File: config.mk
export PLATFORM = sky130hd
export DESIGN_NAME = jk_excitation_counter_flat
export DESIGN_NICKNAME = d
export VERILOG_FILES = /design/src/rtl/jk_pkg.sv /design/src/rtl/jk_excitation_counter_if.sv /design/src/rtl/jk_cell.sv /design/src/rtl/jk_excitation_counter.sv /design/src/flat_wrapper.sv
export SDC_FILE = /design/constraint.sdc
export NUM_CORES = 1
export LEC_CHECK = 0
export ABC_AREA = 1
export CORE_MARGIN = 2
export CORE_UTILIZATION = 46
export DETAILED_ROUTE_END_ITERATION = 16
export GPL_TIMING_DRIVEN = 0
export MAX_ROUTING_LAYER = met4
export PLACE_DENSITY = 0.82
export REMOVE_ABC_BUFFERS = 1
export SLEW_MARGIN = 20
export SYNTH_ARGS = -nofsm -noshare
export SYNTH_HDL_FRONTEND = slang
export SYNTH_HIERARCHICAL = 1
export SYNTH_SLANG_ARGS = --single-unit
File: constraint.sdc
create_clock -name clk -period 3.7 [get_ports clk]
set_clock_uncertainty 0.15 [all_clocks]
set_input_delay 1.11 -clock clk [delete_from_list [all_inputs] [get_ports clk]]
set_output_delay 1.11 -clock clk [all_outputs]
set_load 0.01 [all_outputs]
File: src/rtl/jk_pkg.sv
// Shared JK helpers: direction encoding plus per-bit excitation and characteristic functions.
package jk_pkg;

    localparam logic DIR_UP   = 1'b1;
    localparam logic DIR_DOWN = 1'b0;

    // Exact inverse of the characteristic; never produces J=K=1.
    function automatic logic [1:0] jk_excite(input logic q, input logic n);
        return {~q & n, q & ~n};
    endfunction

    function automatic logic jk_next(input logic q, input logic j, input logic k);
        return (j & ~q) | (~k & q);
    endfunction

endpackage

File: src/rtl/jk_excitation_counter_if.sv
// Control and observation bundle for the JK excitation counter.
interface jk_excitation_counter_if #(
    parameter int unsigned WIDTH = 4
);
    logic             en;
    logic             up_dn;
    logic             load;
    logic [WIDTH-1:0] load_val;
    logic [WIDTH-1:0] Q;
    logic [WIDTH-1:0] J_vec;
    logic [WIDTH-1:0] K_vec;
    logic             tc;

    modport master (
        output en, up_dn, load, load_val,
        input  Q, J_vec, K_vec, tc
    );

    modport slave (
        input  en, up_dn, load, load_val,
        output Q, J_vec, K_vec, tc
    );
endinterface

File: src/rtl/jk_cell.sv
// Single JK flip-flop with asynchronous active-low clear.
module jk_cell
    import jk_pkg::*;
(
    input  logic clk,
    input  logic reset,
    input  logic J,
    input  logic K,
    output logic Q
);

    always_ff @(posedge clk or negedge reset) begin
        if (!reset) begin
            Q <= 1'b0;
        end else begin
            Q <= jk_next(Q, J, K);
        end
    end

endmodule

File: src/rtl/jk_excitation_counter.sv
// Modulo-MODULUS up/down counter built on a JK bank; next state is turned into J/K excitation.
module jk_excitation_counter
    import jk_pkg::*;
#(
    parameter int unsigned WIDTH   = 4,
    parameter int unsigned MODULUS = 10
) (
    input  logic                    clk,
    input  logic                    reset,
    jk_excitation_counter_if.slave  bus
);

    localparam logic [WIDTH-1:0] MOD_MAX = WIDTH'(MODULUS - 1);

    if (MODULUS < 2 || MODULUS > (2 ** WIDTH)) begin : g_bad_modulus
        $fatal(1, "jk_excitation_counter: MODULUS %0d illegal for WIDTH %0d", MODULUS, WIDTH);
    end

    logic [WIDTH-1:0] q;
    logic [WIDTH-1:0] n;
    logic [WIDTH-1:0] j;
    logic [WIDTH-1:0] k;

    always_comb begin
        n = q;
        if (bus.load) begin
            n = (bus.load_val > MOD_MAX) ? MOD_MAX : bus.load_val;
        end else if (bus.en) begin
            if (bus.up_dn == DIR_UP) begin
                // >= also pulls an out-of-range state back to 0
                n = (q >= MOD_MAX) ? '0 : q + WIDTH'(1);
            end else begin
                n = (q == '0 || q > MOD_MAX) ? MOD_MAX : q - WIDTH'(1);
            end
        end
    end

    always_comb begin
        j = '0;
        k = '0;
        for (int i = 0; i < int'(WIDTH); i++) begin
            {j[i], k[i]} = jk_excite(q[i], n[i]);
        end
    end

    for (genvar i = 0; i < int'(WIDTH); i++) begin : g_cell
        jk_cell u_cell (
            .clk   (clk),
            .reset (reset),
            .J     (j[i]),
            .K     (k[i]),
            .Q     (q[i])
        );
    end

    assign bus.Q     = q;
    assign bus.J_vec = j;
    assign bus.K_vec = k;
    assign bus.tc    = bus.en & ~bus.load &
                       (((bus.up_dn == DIR_UP)   & (q == MOD_MAX)) |
                        ((bus.up_dn == DIR_DOWN) & (q == '0)));

endmodule

File: src/flat_wrapper.sv
// flat-port wrapper written by rule: the top's interface ports become plain ports
module jk_excitation_counter_flat import jk_pkg::*;
#(
    parameter int unsigned WIDTH   = 4,
    parameter int unsigned MODULUS = 10
)
  (clk, reset, bus_en, bus_up_dn, bus_load, bus_load_val, bus_Q, bus_J_vec, bus_K_vec, bus_tc);
  jk_excitation_counter_if #(.WIDTH(WIDTH)) bus_i ();
  input  logic clk;
  input  logic reset;
  input wire logic [$bits(bus_i.en)-1:0] bus_en;
  input wire logic [$bits(bus_i.up_dn)-1:0] bus_up_dn;
  input wire logic [$bits(bus_i.load)-1:0] bus_load;
  input wire logic [$bits(bus_i.load_val)-1:0] bus_load_val;
  output wire logic [$bits(bus_i.Q)-1:0] bus_Q;
  output wire logic [$bits(bus_i.J_vec)-1:0] bus_J_vec;
  output wire logic [$bits(bus_i.K_vec)-1:0] bus_K_vec;
  output wire logic [$bits(bus_i.tc)-1:0] bus_tc;
  assign bus_i.en = bus_en;
  assign bus_i.up_dn = bus_up_dn;
  assign bus_i.load = bus_load;
  assign bus_i.load_val = bus_load_val;
  assign bus_Q = bus_i.Q;
  assign bus_J_vec = bus_i.J_vec;
  assign bus_K_vec = bus_i.K_vec;
  assign bus_tc = bus_i.tc;
  jk_excitation_counter #(.WIDTH(WIDTH), .MODULUS(MODULUS)) u_core (.clk(clk), .reset(reset), .bus(bus_i));
endmodule
-- Yosys cells after proc, flatten, opt, wreduce, memory -nomap -nowiden
Cells that the tools add are included.
- add/sub/neg operators: 2
- order comparisons: 3
- reduce and logical (&&, ||, !) cells: 2
- mux-type cells: 6
- eq/ne operators: 1
- bitwise logic cells: 39
- operators with widths (kind ; number):
    4-bit 2-to-1 mux ; 6
    1-bit bitwise AND ; 20
    1-bit inverter ; 14
    4-bit greater-than comparator, second input constant ; 2
    1-bit OR ; 5
    4-bit by 1-bit adder with 4-bit output, second input constant ; 1
    4-bit == test, second input constant ; 1
    4-bit >= comparator, second input constant ; 1
    4-bit logical NOT ; 1
    4-bit by 1-bit subtractor with 4-bit output, second input constant ; 1
    1-bit logical OR ; 1
- bits of input ports: 9
- bits in registers: 4
- logic and storage cells: 57
- output and inout port bits: 13

-- Depth between registers and ports, before layout
Gate-level depths: netlist (run 1).
- depth after elaboration: 11
- depth in mapped cells: 14

-- Cells and area by module
The synthesis (run 1) kept the hierarchy.
- modules (own cells, without submodules) (module ; times used ; area an instance (µm²) ; sequential area each (µm²) ; cells an instance):
    jk_excitation_counter ; 1 ; 424.2 ; 0.0 ; 78
    jk_cell ; 4 ; 43.8 ; 25.0 ; 6

-- Worst setup path after synthesis (run 1)
Ideal clock, no wire load.
- path kind: input to output
- start point: input bus_load
- end point: output bus_K_vec[0]
- setup slack: 0.520 ns
- stages on the path: 6
- arrival time: 1.920 ns
- data required time: 2.440 ns
- path buffers: 1
- cells stage by stage: buf_2 > nand2_1 > nor2_1 > a211oi_1 > nand2_1 > nor2_1
- longest elaborated chain between the ends: 3
- ends and longest elaborated chain (element ; RTL line ; text):
    start, declared ; flat_wrapper.sv:13 ; input wire logic [$bits(bus_i.load)-1:0] bus_load;
    4-bit 2-to-1 mux ; jk_excitation_counter.sv:26 ; if (bus.load) begin
    1-bit inverter ; jk_pkg.sv:9 ; return {~q & n, q & ~n};
    1-bit bitwise AND ; jk_pkg.sv:9 ;
    end, declared ; flat_wrapper.sv:17 ; output wire logic [$bits(bus_i.K_vec)-1:0] bus_K_vec;
Every way passes these cells.

-- Final worst setup path (run 1)
- start point: input bus_load_val[3]
- end point: output bus_J_vec[0]
- longest elaborated chain between the ends: 4
- ends and longest elaborated chain (element ; RTL line ; text):
    start, declared ; flat_wrapper.sv:14 ; input wire logic [$bits(bus_i.load_val)-1:0] bus_load_val;
    4-bit greater-than comparator ; jk_excitation_counter.sv:27 ; n = (bus.load_val > MOD_MAX) ? MOD_MAX : bus.load_val;
    4-bit 2-to-1 mux ; jk_excitation_counter.sv:27 ;
    4-bit 2-to-1 mux ; jk_excitation_counter.sv:26 ;
    1-bit bitwise AND ; jk_pkg.sv:9 ;
    end, declared ; flat_wrapper.sv:16 ; output wire logic [$bits(bus_i.J_vec)-1:0] bus_J_vec;
Every way passes these cells.

==> results.sh, run 1 <==
export IMPL_reg_top3="u_core/g_cell.u_cell/Q x4"
export IMPL_cp_top_family="buffers and inverters"
export IMPL_max_clock_freq_ghz=0.276
export IMPL_post_route_cells_drive_above_1_share_pct=22.6
export IMPL_cap_viol_max_count=0
export IMPL_clk_latency_ns=0.23
export IMPL_worst_r2r_cell_count=14
export IMPL_core_area_um2=1250
export IMPL_synth_top_area_share_pct=20.7
export IMPL_vias_in_the_first_global_route=579
export IMPL_power_leakage_nw=0.457
export IMPL_post_place_cells=136
export IMPL_detail_route_antenna_nets=0
export IMPL_die_width_um=40.1
export IMPL_chipHeight_um=40.1
export IMPL_fin_worst_hold_slack_ns=0.559
export IMPL_share_of_the_yosys_chip_area_belonging_to_registers_pct=16.7
export IMPL_crit_arrival_ns=2.36
export IMPL_cts_hold_buffers=0
export IMPL_cts_buffers_inserted=3
export IMPL_clk_pin_slew_ns=0.04
export IMPL_mostFrequentLayoutCell="sky130_fd_sc_hd__nand2_1"
export IMPL_synthesis_area_per_instance_um2=5.88
export IMPL_min_period_over_period_pct=97.8
export IMPL_diodes_inserted=0
export IMPL_clock_sinks=4
export IMPL_floorplan_initialDensity_pct=47.9
export IMPL_synth_cell_area_um2=599
export IMPL_h_tree_depth_reported_by_cts=1
export IMPL_hold_path_class="reg -> reg"
export IMPL_period_needed_ns=3.62
export IMPL_dpl_cell_area_um2=812
export IMPL_min_delay_path_depth=2
export IMPL_final_instance_count_excl_fillers=139
export IMPL_antenna_found_initial=0
export IMPL_finalInstanceArea_um2=831
export IMPL_cp_data_required_time_ns=2.44
export IMPL_globalplace_congestion=0.803
export IMPL_root_buffer="sky130_fd_sc_hd__clkbuf_4"
export IMPL_yosys_warnings=6
export IMPL_vias=718
export IMPL_grt_first_pass_wirelength_um=2350
export IMPL_first_iter_violations=49
export IMPL_cts_setup_buffers=0
export IMPL_status="complete, no violations"
export IMPL_power_per_cell_area_nw_per_um2=782
export IMPL_grt_use_total_pct=23.0
export IMPL_setup_worst_path_start_class="input port"
export IMPL_via_per_inst=5.17
export IMPL_worst_path_max_fanout=3
export IMPL_timing_worst_slew_pin_value_ns=0.477
export IMPL_ranking_of_synthesized_cells_by_area="sky130_fd_sc_hd__nand2_1 21%, sky130_fd_sc_hd__dfrtp_1 17%, sky130_fd_sc_hd__inv_1 9.4%"
export IMPL_cts_root_to_sink_buffers=2
export IMPL_max_flop_register="u_core/g_cell.u_cell/Q"
export IMPL_timing_critical_path_slowest_cell_delay_ns=0.48
export IMPL_remaining_drc_errors=0
export IMPL_post_synthesis_cell_type_count=20
export IMPL_tritoncts="built"
export IMPL_timing_final_hold_violations=0
export IMPL_fp_dieArea_um2=1610
export IMPL_dpl_wire_length_um=1200
export IMPL_slew_headroom_pct=68.2
export IMPL_largest_register_ffs=4
export IMPL_num_io_pins=22
export IMPL_portBuffers=21
export IMPL_worst_ir_drop_vdd_mv=0.388
export IMPL_end_kind="primary output"
export IMPL_totalNegativeSetupSlack_ns=0
export IMPL_crit_chain="clkdlybuf4s50_1, nand2_1, nor2_2, a211oi_2, a21oi_1, clkdlybuf4s15_1"
export IMPL_avgRoutedWirePerCell_um=12.0
export IMPL_synthCells=102
export IMPL_grt_max_degree=11
export IMPL_path_class="in -> out"
export IMPL_layout_area_overhead_vs_synth_pct=38.6
export IMPL_final_setup_viol_count=0
export IMPL_ys_ff_latch=4
export IMPL_placement_rows=13
export IMPL_unrepaired_setup_endpoints_after_global_routing="true"
export IMPL_commonest_non_fill_non_tap_cells_in_the_layout="33 x sky130_fd_sc_hd__nand2_1, 14 x sky130_fd_sc_hd__inv_1, 10 x sky130_fd_sc_hd__nand3_1"
export IMPL_slew_viol_final=0
export IMPL_cp_depth=6
export IMPL_grt_overflow_total=0
export IMPL_synth_largest_area_cell="sky130_fd_sc_hd__nand2_1"
export IMPL_filler_cell_count=120
export IMPL_fin_nets=139
export IMPL_cp_num_buf_inv=2
export IMPL_crit_path_top_delay_cell="sky130_fd_sc_hd__clkdlybuf4s50_1"
export IMPL_drt_first_pass_iters=4
export IMPL_wl_um=1670
==> area by class of cell <==
cell class	count	area, µm²	area share (%)
clock buffer	3	22.5	2.71
inverter	17	68.8	8.28
multi-input combinational	79	434	52.3
sequential	4	100	12.0
tap	15	18.8	2.26
timing repair buffer	21	186	22.4
==> final timing paths <==
path / startpoint / endpoint / slack (ns)
max: bus_load_val[3] / bus_J_vec[0] / 0.08
min: u_core/g_cell[0].u_cell/Q / u_core/g_cell[0].u_cell/Q / 0.56
max reg2reg: u_core/g_cell[0].u_cell/Q / u_core/g_cell[3].u_cell/Q / 1.44
min reg2reg: u_core/g_cell[0].u_cell/Q / u_core/g_cell[0].u_cell/Q / 0.56
max in group asynchronous: reset / u_core/g_cell[3].u_cell/Q / 2.32
min in group asynchronous: reset / u_core/g_cell[1].u_cell/Q / 0.92
==> worst register-to-register path, cell delays in order (launching register included) <==
cell                      delay [ns]
sky130_fd_sc_hd__dfrtp_1        0.54
sky130_fd_sc_hd__inv_1          0.23
sky130_fd_sc_hd__ha_1           0.28
sky130_fd_sc_hd__nand2_2        0.09
sky130_fd_sc_hd__nand2_1        0.10
sky130_fd_sc_hd__nand3_1        0.14
sky130_fd_sc_hd__nor2_1         0.05
sky130_fd_sc_hd__nor2_1         0.08
sky130_fd_sc_hd__nand2_1        0.06
sky130_fd_sc_hd__nand2_1        0.07
sky130_fd_sc_hd__nand2_1        0.05
sky130_fd_sc_hd__nor2_1         0.12
sky130_fd_sc_hd__inv_1          0.05
sky130_fd_sc_hd__nand2_1        0.05
sky130_fd_sc_hd__nand2_1        0.07
==> synthesized netlist by cell type (all sizes together) <==
| master | n |
|---|---|
| xor2 | 2 |
| inv | 17 |
| nand4 | 1 |
| nand2 | 36 |
| buf | 2 |
| a21oi | 8 |
| nor4 | 1 |
| nand3 | 14 |
| nor2 | 10 |
| a211oi | 1 |
| nor3 | 1 |
| and2 | 1 |
| ha | 4 |
| dfrtp | 4 |
==> per-layer routing <==
metal / routed length, µm / part of all wire [%] / track usage [%] / vias to the layer above
met3: 109 / 6.5 / 3.89 / 4
met1: 714 / 43 / 27.4 / 315
met2: 838 / 50 / 37.5 / 33
met5: 0 / 0 / - / -
li1: - / - / - / 366
met4: 10 / 0.60 / 10.3 / 0
==> power by group <==
| group | switching [mW] | internal [mW] |
|---|---|---|
| sequential | 0.0770 | 0.0657 |
| combinational | 0.258 | 0.196 |
| clock | 0.0172 | 0.0362 |
| total | 0.352 | 0.298 |
==> what timing repair did <==
action | 4_1_cts | 5_1_grt
pin swaps | 0 | 0
resized for setup | 21 | 14
setup endpoints to repair | 9 | 7
==> per-stage QoR <==
stage                     utilization (%)  worst slack (ns)  power, mW
after floorplan                         -             0.687      0.415
after global placement               64.8            -0.524      0.590
after detailed placement             64.8            -0.516      0.604
after CTS                            66.9            0.0154      0.647
after global routing                 66.3         -0.000755      0.708
final                                66.3            0.0815      0.649
==> logic make-up (layout without fill, tap and decap cells) <==
family / after synthesis / count (layout) / share of synthesized area (%)
AOI/OAI and AO/OA: 9 / 9 / 7.93
buffers and inverters: 19 / 41 / 14.2
and+or+nand+nor: 64 / 64 / 49.9
xor gates and xnor gates: 2 / 2 / 2.92
adders and majority gates: 4 / 4 / 8.35
DFF: 4 / 4 / 16.7
(Power assumes the default switching activity.)
==> run 2, diff against run 1 <==
--- a/config.mk
+++ b/config.mk
@@ -6,14 +6,16 @@
 export NUM_CORES = 1
 export LEC_CHECK = 0
 export ABC_AREA = 1
+export CELL_PAD_IN_SITES_DETAIL_PLACEMENT = 0
+export CELL_PAD_IN_SITES_GLOBAL_PLACEMENT = 2
 export CORE_MARGIN = 2
-export CORE_UTILIZATION = 46
+export CORE_UTILIZATION = 22
 export DETAILED_ROUTE_END_ITERATION = 16
 export GPL_TIMING_DRIVEN = 0
 export MAX_ROUTING_LAYER = met4
-export PLACE_DENSITY = 0.82
+export PLACE_DENSITY_LB_ADDON = 0.1
 export REMOVE_ABC_BUFFERS = 1
-export SLEW_MARGIN = 20
+export SLEW_MARGIN = 0
 export SYNTH_ARGS = -nofsm -noshare
 export SYNTH_HDL_FRONTEND = slang
 export SYNTH_HIERARCHICAL = 1
==> constraint.sdc (replaced) <==
create_clock -name clk -period 3.7 [get_ports clk]
set_clock_uncertainty 0.15 [all_clocks]
set_input_delay 1.11 -clock clk [delete_from_list [all_inputs] [get_ports clk]]
set_output_delay 1.11 -clock clk [all_outputs]
set_load 0.005 [all_outputs]
==> run 2 against run 1 <==
Maximum frequency is 1.3% higher. Clock power is 1% higher. Highest routed layer is now met3. Combinational power is 10% higher. Non-clock buffer count is 5 higher. Wire length is 6.8% higher. Sequential power is 8% lower. Sequential share of layout area is 0.88 points lower. Via count is 3.6% lower. Core utilization is 30 points lower. Flip-flop and latch count stayed put.
==> results.sh, run 2 (synthesized netlist as in run 1, its figures left out) <==
export IMPL_status="complete, no violations"
export IMPL_hold_path_class="reg -> reg"
export IMPL_drt_first_pass_iters=2
export IMPL_wl_um=1790
export IMPL_use_met1_pct=16.3
export IMPL_cp_num_buf_inv=2
export IMPL_avgRoutedWirePerCell_um=11.2
export IMPL_dpl_wire_length_um=1380
export IMPL_fin_nets=144
export IMPL_final_setup_viol_count=0
export IMPL_vias=692
export IMPL_min_period_over_period_pct=96.5
export IMPL_final_instance_count_excl_fillers=159
export IMPL_crit_arrival_ns=2.31
export IMPL_worst_path_max_fanout=10
export IMPL_clk_pin_slew_ns=0.04
export IMPL_layout_area_overhead_vs_synth_pct=53.2
export IMPL_floorplan_initialDensity_pct=23.8
export IMPL_multi_input_comb_area_um2=449
export IMPL_fp_dieArea_um2=3160
export IMPL_global_route_peak_usage_layer="met2"
export IMPL_reg_top3="u_core/g_cell.u_cell/Q x4"
export IMPL_global_route_usage_met3_pct=4.19
export IMPL_diodes_inserted=0
export IMPL_cap_viol_max_count=0
export IMPL_cts_root_to_sink_buffers=2
export IMPL_vias_in_the_first_global_route=643
export IMPL_max_clock_freq_ghz=0.280
export IMPL_clock_sinks=4
export IMPL_totalNegativeSetupSlack_ns=0
export IMPL_grt_max_degree=11
export IMPL_grt_use_total_pct=12.0
export IMPL_cp_top_family="buffers and inverters"
export IMPL_timing_critical_path_slowest_cell_delay_ns=0.52
export IMPL_path_class="in -> out"
export IMPL_period_needed_ns=3.57
export IMPL_crit_path_setup_slack_layout_ns=0.130
export IMPL_power_per_cell_area_nw_per_um2=747
export IMPL_cts_buffers_inserted=3
export IMPL_root_buffer="sky130_fd_sc_hd__clkbuf_4"
export IMPL_die_width_um=56.2
export IMPL_timing_worst_slew_pin_value_ns=0.437
export IMPL_sequential_cell_area_um2=103
export IMPL_filler_cell_count=297
export IMPL_remaining_drc_errors=0
export IMPL_slew_viol_final=0
export IMPL_tritoncts="built"
export IMPL_h_tree_depth_reported_by_cts=1
export IMPL_dpl_cell_area_um2=831
export IMPL_cts_hold_buffers=0
export IMPL_max_flop_register="u_core/g_cell.u_cell/Q"
export IMPL_antenna_found_initial=0
export IMPL_core_area_um2=2520
export IMPL_power_leakage_nw=0.502
export IMPL_chipHeight_um=56.2
export IMPL_commonest_non_fill_non_tap_cells_in_the_layout="32 x sky130_fd_sc_hd__nand2_1, 12 x sky130_fd_sc_hd__inv_1, 9 x sky130_fd_sc_hd__clkdlybuf4s50_1, 9 x sky130_fd_sc_hd__nand3_1, 7 x sky130_fd_sc_hd__nor2_1"
export IMPL_timing_final_hold_violations=0
export IMPL_grt_overflow_total=0
export IMPL_end_kind="primary output"
export IMPL_timing_reg2reg_setup_slack_ns=1.76
export IMPL_crit_path_top_delay_cell="sky130_fd_sc_hd__clkdlybuf4s50_1"
export IMPL_first_iter_violations=8
export IMPL_portBuffers=21
export IMPL_met2_usage_pct=18.0
export IMPL_worst_ir_drop_vdd_mv=0.499
export IMPL_cp_data_required_time_ns=2.44
export IMPL_placement_rows=18
export IMPL_finalInstanceArea_um2=918
export IMPL_crit_chain="clkdlybuf4s15_2, a21oi_1, nand2_1, a21oi_2, clkdlybuf4s50_1"
export IMPL_detail_route_antenna_nets=0
export IMPL_largest_register_ffs=4
export IMPL_globalplace_congestion=0.844
export IMPL_placement_setup_worst_slack_ns=-0.698
export IMPL_setup_worst_path_start_class="input port"
export IMPL_post_route_cells_drive_above_1_share_pct=29.5
export IMPL_post_place_cells=151
export IMPL_via_per_inst=4.35
export IMPL_finalPower_mw=0.686
export IMPL_num_io_pins=22
export IMPL_grt_first_pass_wirelength_um=2970
export IMPL_slew_headroom_pct=70.9
export IMPL_mostFrequentLayoutCell="sky130_fd_sc_hd__nand2_1"
export IMPL_clk_latency_ns=0.23
-- run 2: area by class of cell --
| cell class | instances | share of cell area [%] |
|---|---|---|
| Sequential cell | 4 | 11.2 |
| Multi-Input combinational cell | 79 | 48.9 |
| Timing Repair Buffer | 26 | 25.6 |
| Inverter | 17 | 7.77 |
| Clock buffer | 3 | 2.45 |
| Tap cell | 30 | 4.09 |
-- run 2: path summary, 6_finish.rpt --
check,startpoint,to,cells past startpoint
setup reg to reg,u_core/g_cell[0].u_cell/Q,u_core/g_cell[1].u_cell/Q,12
setup / recovery,bus_load,bus_J_vec[3],5
max in group asynchronous,reset,u_core/g_cell[0].u_cell/Q,1
hold reg to reg,u_core/g_cell[0].u_cell/Q,u_core/g_cell[0].u_cell/Q,3
hold / removal,u_core/g_cell[0].u_cell/Q,u_core/g_cell[0].u_cell/Q,3
min in group asynchronous,reset,u_core/g_cell[3].u_cell/Q,1
-- run 2: timing repair --
item                                    CTS  global route
endpoints found under the setup margin    9             3
buffers inserted                          0             5
pin swaps                                 3             4
resized for setup                        24            13
-- run 2: worst min-delay path, cell delays in order (launching register included) --
cell	delay, ns
sky130_fd_sc_hd__dfrtp_2	0.46
sky130_fd_sc_hd__inv_1	0.06
sky130_fd_sc_hd__nand2_1	0.05
sky130_fd_sc_hd__nand2_1	0.05
-- run 2: routing by layer --
metal  up-vias  routed length, µm
li1        373                  -
met1       301                874
met2        18                810
met3         0                101
met4         0                  0
met5         -                  0
-- run 2: through the flow --
stage | hold WS (ns) | utilization, %
2_1_floorplan | 0.473 | -
3_3_place_gp | 0.532 | 32.9
3_5_place_dp | 0.542 | 32.9
4_1_cts | 0.479 | 34.8
5_1_grt | 0.534 | 36.4
6_report | 0.505 | 36.4
-- run 2: report_power, final --
part / total, mW / switching (mW) / internal [mW]
Sequential: 0.131 / 0.0629 / 0.0684
Clock: 0.0542 / 0.0179 / 0.0363
Combinational: 0.500 / 0.261 / 0.239
Total: 0.686 / 0.342 / 0.344
==> run 3, diff against run 2 <==
--- a/config.mk
+++ b/config.mk
@@ -12,6 +12,7 @@
 export CORE_UTILIZATION = 22
 export DETAILED_ROUTE_END_ITERATION = 16
 export GPL_TIMING_DRIVEN = 0
+export HOLD_SLACK_MARGIN = 0.06
 export MAX_ROUTING_LAYER = met4
 export PLACE_DENSITY_LB_ADDON = 0.1
 export REMOVE_ABC_BUFFERS = 1
==> constraint.sdc (replaced) <==
create_clock -name clk -period 4.3 [get_ports clk]
set_clock_uncertainty 0.15 [all_clocks]
set_input_delay 1.29 -clock clk [delete_from_list [all_inputs] [get_ports clk]]
set_output_delay 1.29 -clock clk [all_outputs]
set_load 0.005 [all_outputs]
==> run 3 against run 2 <==
Global-route usage decreased by 0.35 points. First-iteration DRC count down 13%. Final cell count decreased by 3.1%. Wire length decreased by 2.2%. Sequential share of layout area rose by 0.24 points. Die area stayed put. Via count is 2.2% lower. Critical path depth is 1 higher. Register-to-register slack improved by 0.30 ns. Count of clock-buffer cells in the layout unchanged. Hold slack gained 0.038 ns. Setup slack worse by 0.024 ns. Largest power group unchanged. Highest routed layer unchanged.
==> results.sh, run 3 (synthesized netlist as in run 1, its figures left out) <==
export IMPL_status="complete, no violations"
export IMPL_slew_headroom_pct=70.8
export IMPL_vias_in_the_first_global_route=620
export IMPL_power_switching_mw=0.281
export IMPL_timing_critical_path_mode_cell="sky130_fd_sc_hd__clkdlybuf4s50_1"
export IMPL_crit_chain="clkdlybuf4s50_1, nand2_2, nor2_2, a211oi_2, a21oi_2, clkdlybuf4s50_1"
export IMPL_totalNegativeSetupSlack_ns=0
export IMPL_first_iter_violations=7
export IMPL_p_int_mw=0.273
export IMPL_detail_route_antenna_nets=0
export IMPL_power_leakage_nw=0.457
export IMPL_root_buffer="sky130_fd_sc_hd__clkbuf_4"
export IMPL_multi_input_comb_area_um2=444
export IMPL_h_tree_depth_reported_by_cts=1
export IMPL_avgRoutedWirePerCell_um=11.3
export IMPL_floorplan_initialDensity_pct=23.8
export IMPL_antenna_found_initial=0
export IMPL_commonest_non_fill_non_tap_cells_in_the_layout="32 x sky130_fd_sc_hd__nand2_1, 16 x sky130_fd_sc_hd__clkdlybuf4s50_1, 14 x sky130_fd_sc_hd__inv_1"
export IMPL_min_period_over_period_pct=97.5
export IMPL_unrepaired_setup_endpoints_after_global_routing="false"
export IMPL_drt_first_pass_iters=2
export IMPL_grt_overflow_total=0
export IMPL_worst_r2r_cell_count=14
export IMPL_core_area_um2=2520
export IMPL_clk_latency_ns=0.23
export IMPL_finalPower_mw=0.554
export IMPL_die_width_um=56.2
export IMPL_slew_viol_final=0
export IMPL_post_route_cells_drive_above_1_share_pct=19.4
export IMPL_grt_use_total_pct=11.7
export IMPL_grt_max_degree=11
export IMPL_chipHeight_um=56.2
export IMPL_globalplace_congestion=0.844
export IMPL_switching_share_pct=50.7
export IMPL_layout_area_overhead_vs_synth_pct=46.3
export IMPL_cp_data_required_time_ns=2.86
export IMPL_crit_path_top_delay_cell="sky130_fd_sc_hd__clkdlybuf4s50_1"
export IMPL_clock_sinks=4
export IMPL_tritoncts="built"
export IMPL_vias=677
export IMPL_utilization_pct=34.8
export IMPL_timing_final_hold_violations=0
export IMPL_power_frac_clock_pct=8.4
export IMPL_remaining_drc_errors=0
export IMPL_clk_pin_slew_ns=0.04
export IMPL_timing_worst_slew_pin_value_ns=0.438
export IMPL_grt_first_pass_wirelength_um=2860
export IMPL_max_clock_freq_ghz=0.238
export IMPL_post_place_cells=151
export IMPL_period_needed_ns=4.19
export IMPL_filler_cell_count=307
export IMPL_wl_um=1750
export IMPL_share_comb_of_total_power_pct=70.0
export IMPL_cp_depth=6
export IMPL_worst_ir_drop_vdd_mv=0.431
export IMPL_cp_num_buf_inv=2
export IMPL_diodes_inserted=0
export IMPL_reg_top3="u_core/g_cell.u_cell/Q x4"
export IMPL_worst_path_max_fanout=3
export IMPL_dpl_wire_length_um=1380
export IMPL_final_setup_viol_count=0
export IMPL_power_share_sequential_pct=21.6
export IMPL_setup_worst_path_start_class="input port"
export IMPL_via_per_inst=4.40
export IMPL_cp_top_family="buffers and inverters"
export IMPL_largest_register_ffs=4
export IMPL_crit_arrival_ns=2.75
export IMPL_fin_worst_hold_slack_ns=0.544
export IMPL_timing_critical_path_slowest_cell_delay_ns=0.52
export IMPL_power_per_cell_area_nw_per_um2=632
export IMPL_num_io_pins=22
export IMPL_cts_root_to_sink_buffers=2
export IMPL_placement_rows=18
export IMPL_min_delay_path_depth=2
export IMPL_cts_hold_buffers=0
export IMPL_final_instance_count_excl_fillers=154
export IMPL_path_class="in -> out"
export IMPL_mostFrequentLayoutCell="sky130_fd_sc_hd__nand2_1"
export IMPL_fin_nets=139
export IMPL_fp_dieArea_um2=3160
export IMPL_max_flop_register="u_core/g_cell.u_cell/Q"
export IMPL_portBuffers=21
export IMPL_cts_buffers_inserted=3
export IMPL_sequential_cell_area_um2=100
export IMPL_end_kind="primary output"
export IMPL_hold_path_class="reg -> reg"
export IMPL_cap_viol_max_count=0
[run 3: worst reg2reg max path: stages, from the launching register on]
cell	delay, ns
sky130_fd_sc_hd__dfrtp_1	0.53
sky130_fd_sc_hd__inv_1	0.22
sky130_fd_sc_hd__ha_1	0.28
sky130_fd_sc_hd__nand2_2	0.09
sky130_fd_sc_hd__nand2_1	0.09
sky130_fd_sc_hd__nand3_2	0.11
sky130_fd_sc_hd__nor2_1	0.05
sky130_fd_sc_hd__nor2_1	0.07
sky130_fd_sc_hd__nand2_1	0.06
sky130_fd_sc_hd__nand2_1	0.09
sky130_fd_sc_hd__nand2_1	0.06
sky130_fd_sc_hd__nor2_1	0.13
sky130_fd_sc_hd__inv_1	0.06
sky130_fd_sc_hd__nand2_1	0.05
sky130_fd_sc_hd__nand2_1	0.07
[run 3: path summary, 6_finish.rpt]
path | start | endpoint | slack (ns)
worst max-delay path | bus_load_val[3] | bus_J_vec[0] | 0.11
worst min-delay path | u_core/g_cell[1].u_cell/Q | u_core/g_cell[1].u_cell/Q | 0.54
worst max register to register | u_core/g_cell[0].u_cell/Q | u_core/g_cell[3].u_cell/Q | 2.06
worst min register to register | u_core/g_cell[1].u_cell/Q | u_core/g_cell[1].u_cell/Q | 0.54
max in group asynchronous | reset | u_core/g_cell[0].u_cell/Q | 2.73
min in group asynchronous | reset | u_core/g_cell[3].u_cell/Q | 1.11
[run 3: area by class of cell]
cell class,instances,area share (%)
sequential,4,11.4
multi-input combinational,79,50.6
clock buffer,3,2.57
tap,30,4.28
inverter,17,7.85
timing repair buffer,21,23.3
[run 3: stage by stage]
| step | worst slack, ns | cell area (µm²) |
|---|---|---|
| after floorplan | 0.988 | 583 |
| after global placement | -0.454 | 831 |
| after detailed placement | -0.458 | 831 |
| after CTS | -0.0713 | 872 |
| after global routing | 0.0248 | 877 |
| final | 0.106 | 877 |
[run 3: power groups by stage]
stage / clock (mW) / sequential, mW / combinational [mW]
CTS: 0.0476 / 0.120 / 0.394
global route: 0.0494 / 0.128 / 0.441
floorplan: 0 / 0.106 / 0.232
global placement: 0 / 0.119 / 0.390
detailed placement: 0 / 0.119 / 0.386
finish: 0.0467 / 0.119 / 0.388
[run 3: layer usage]
layer | up-vias | GRT usage, % | wire length (µm)
li1 | 363 | - | -
met3 | 0 | 4.19 | 103
met1 | 296 | 16.1 | 870
met4 | 0 | 1.02 | 0
met5 | - | - | 0
met2 | 18 | 17.0 | 772
[run 3: repair_timing]
item,in CTS,in global routing
resized for setup,11,5
pin swaps,1,1
endpoints found under the setup margin,8,2
buffers inserted,0,0
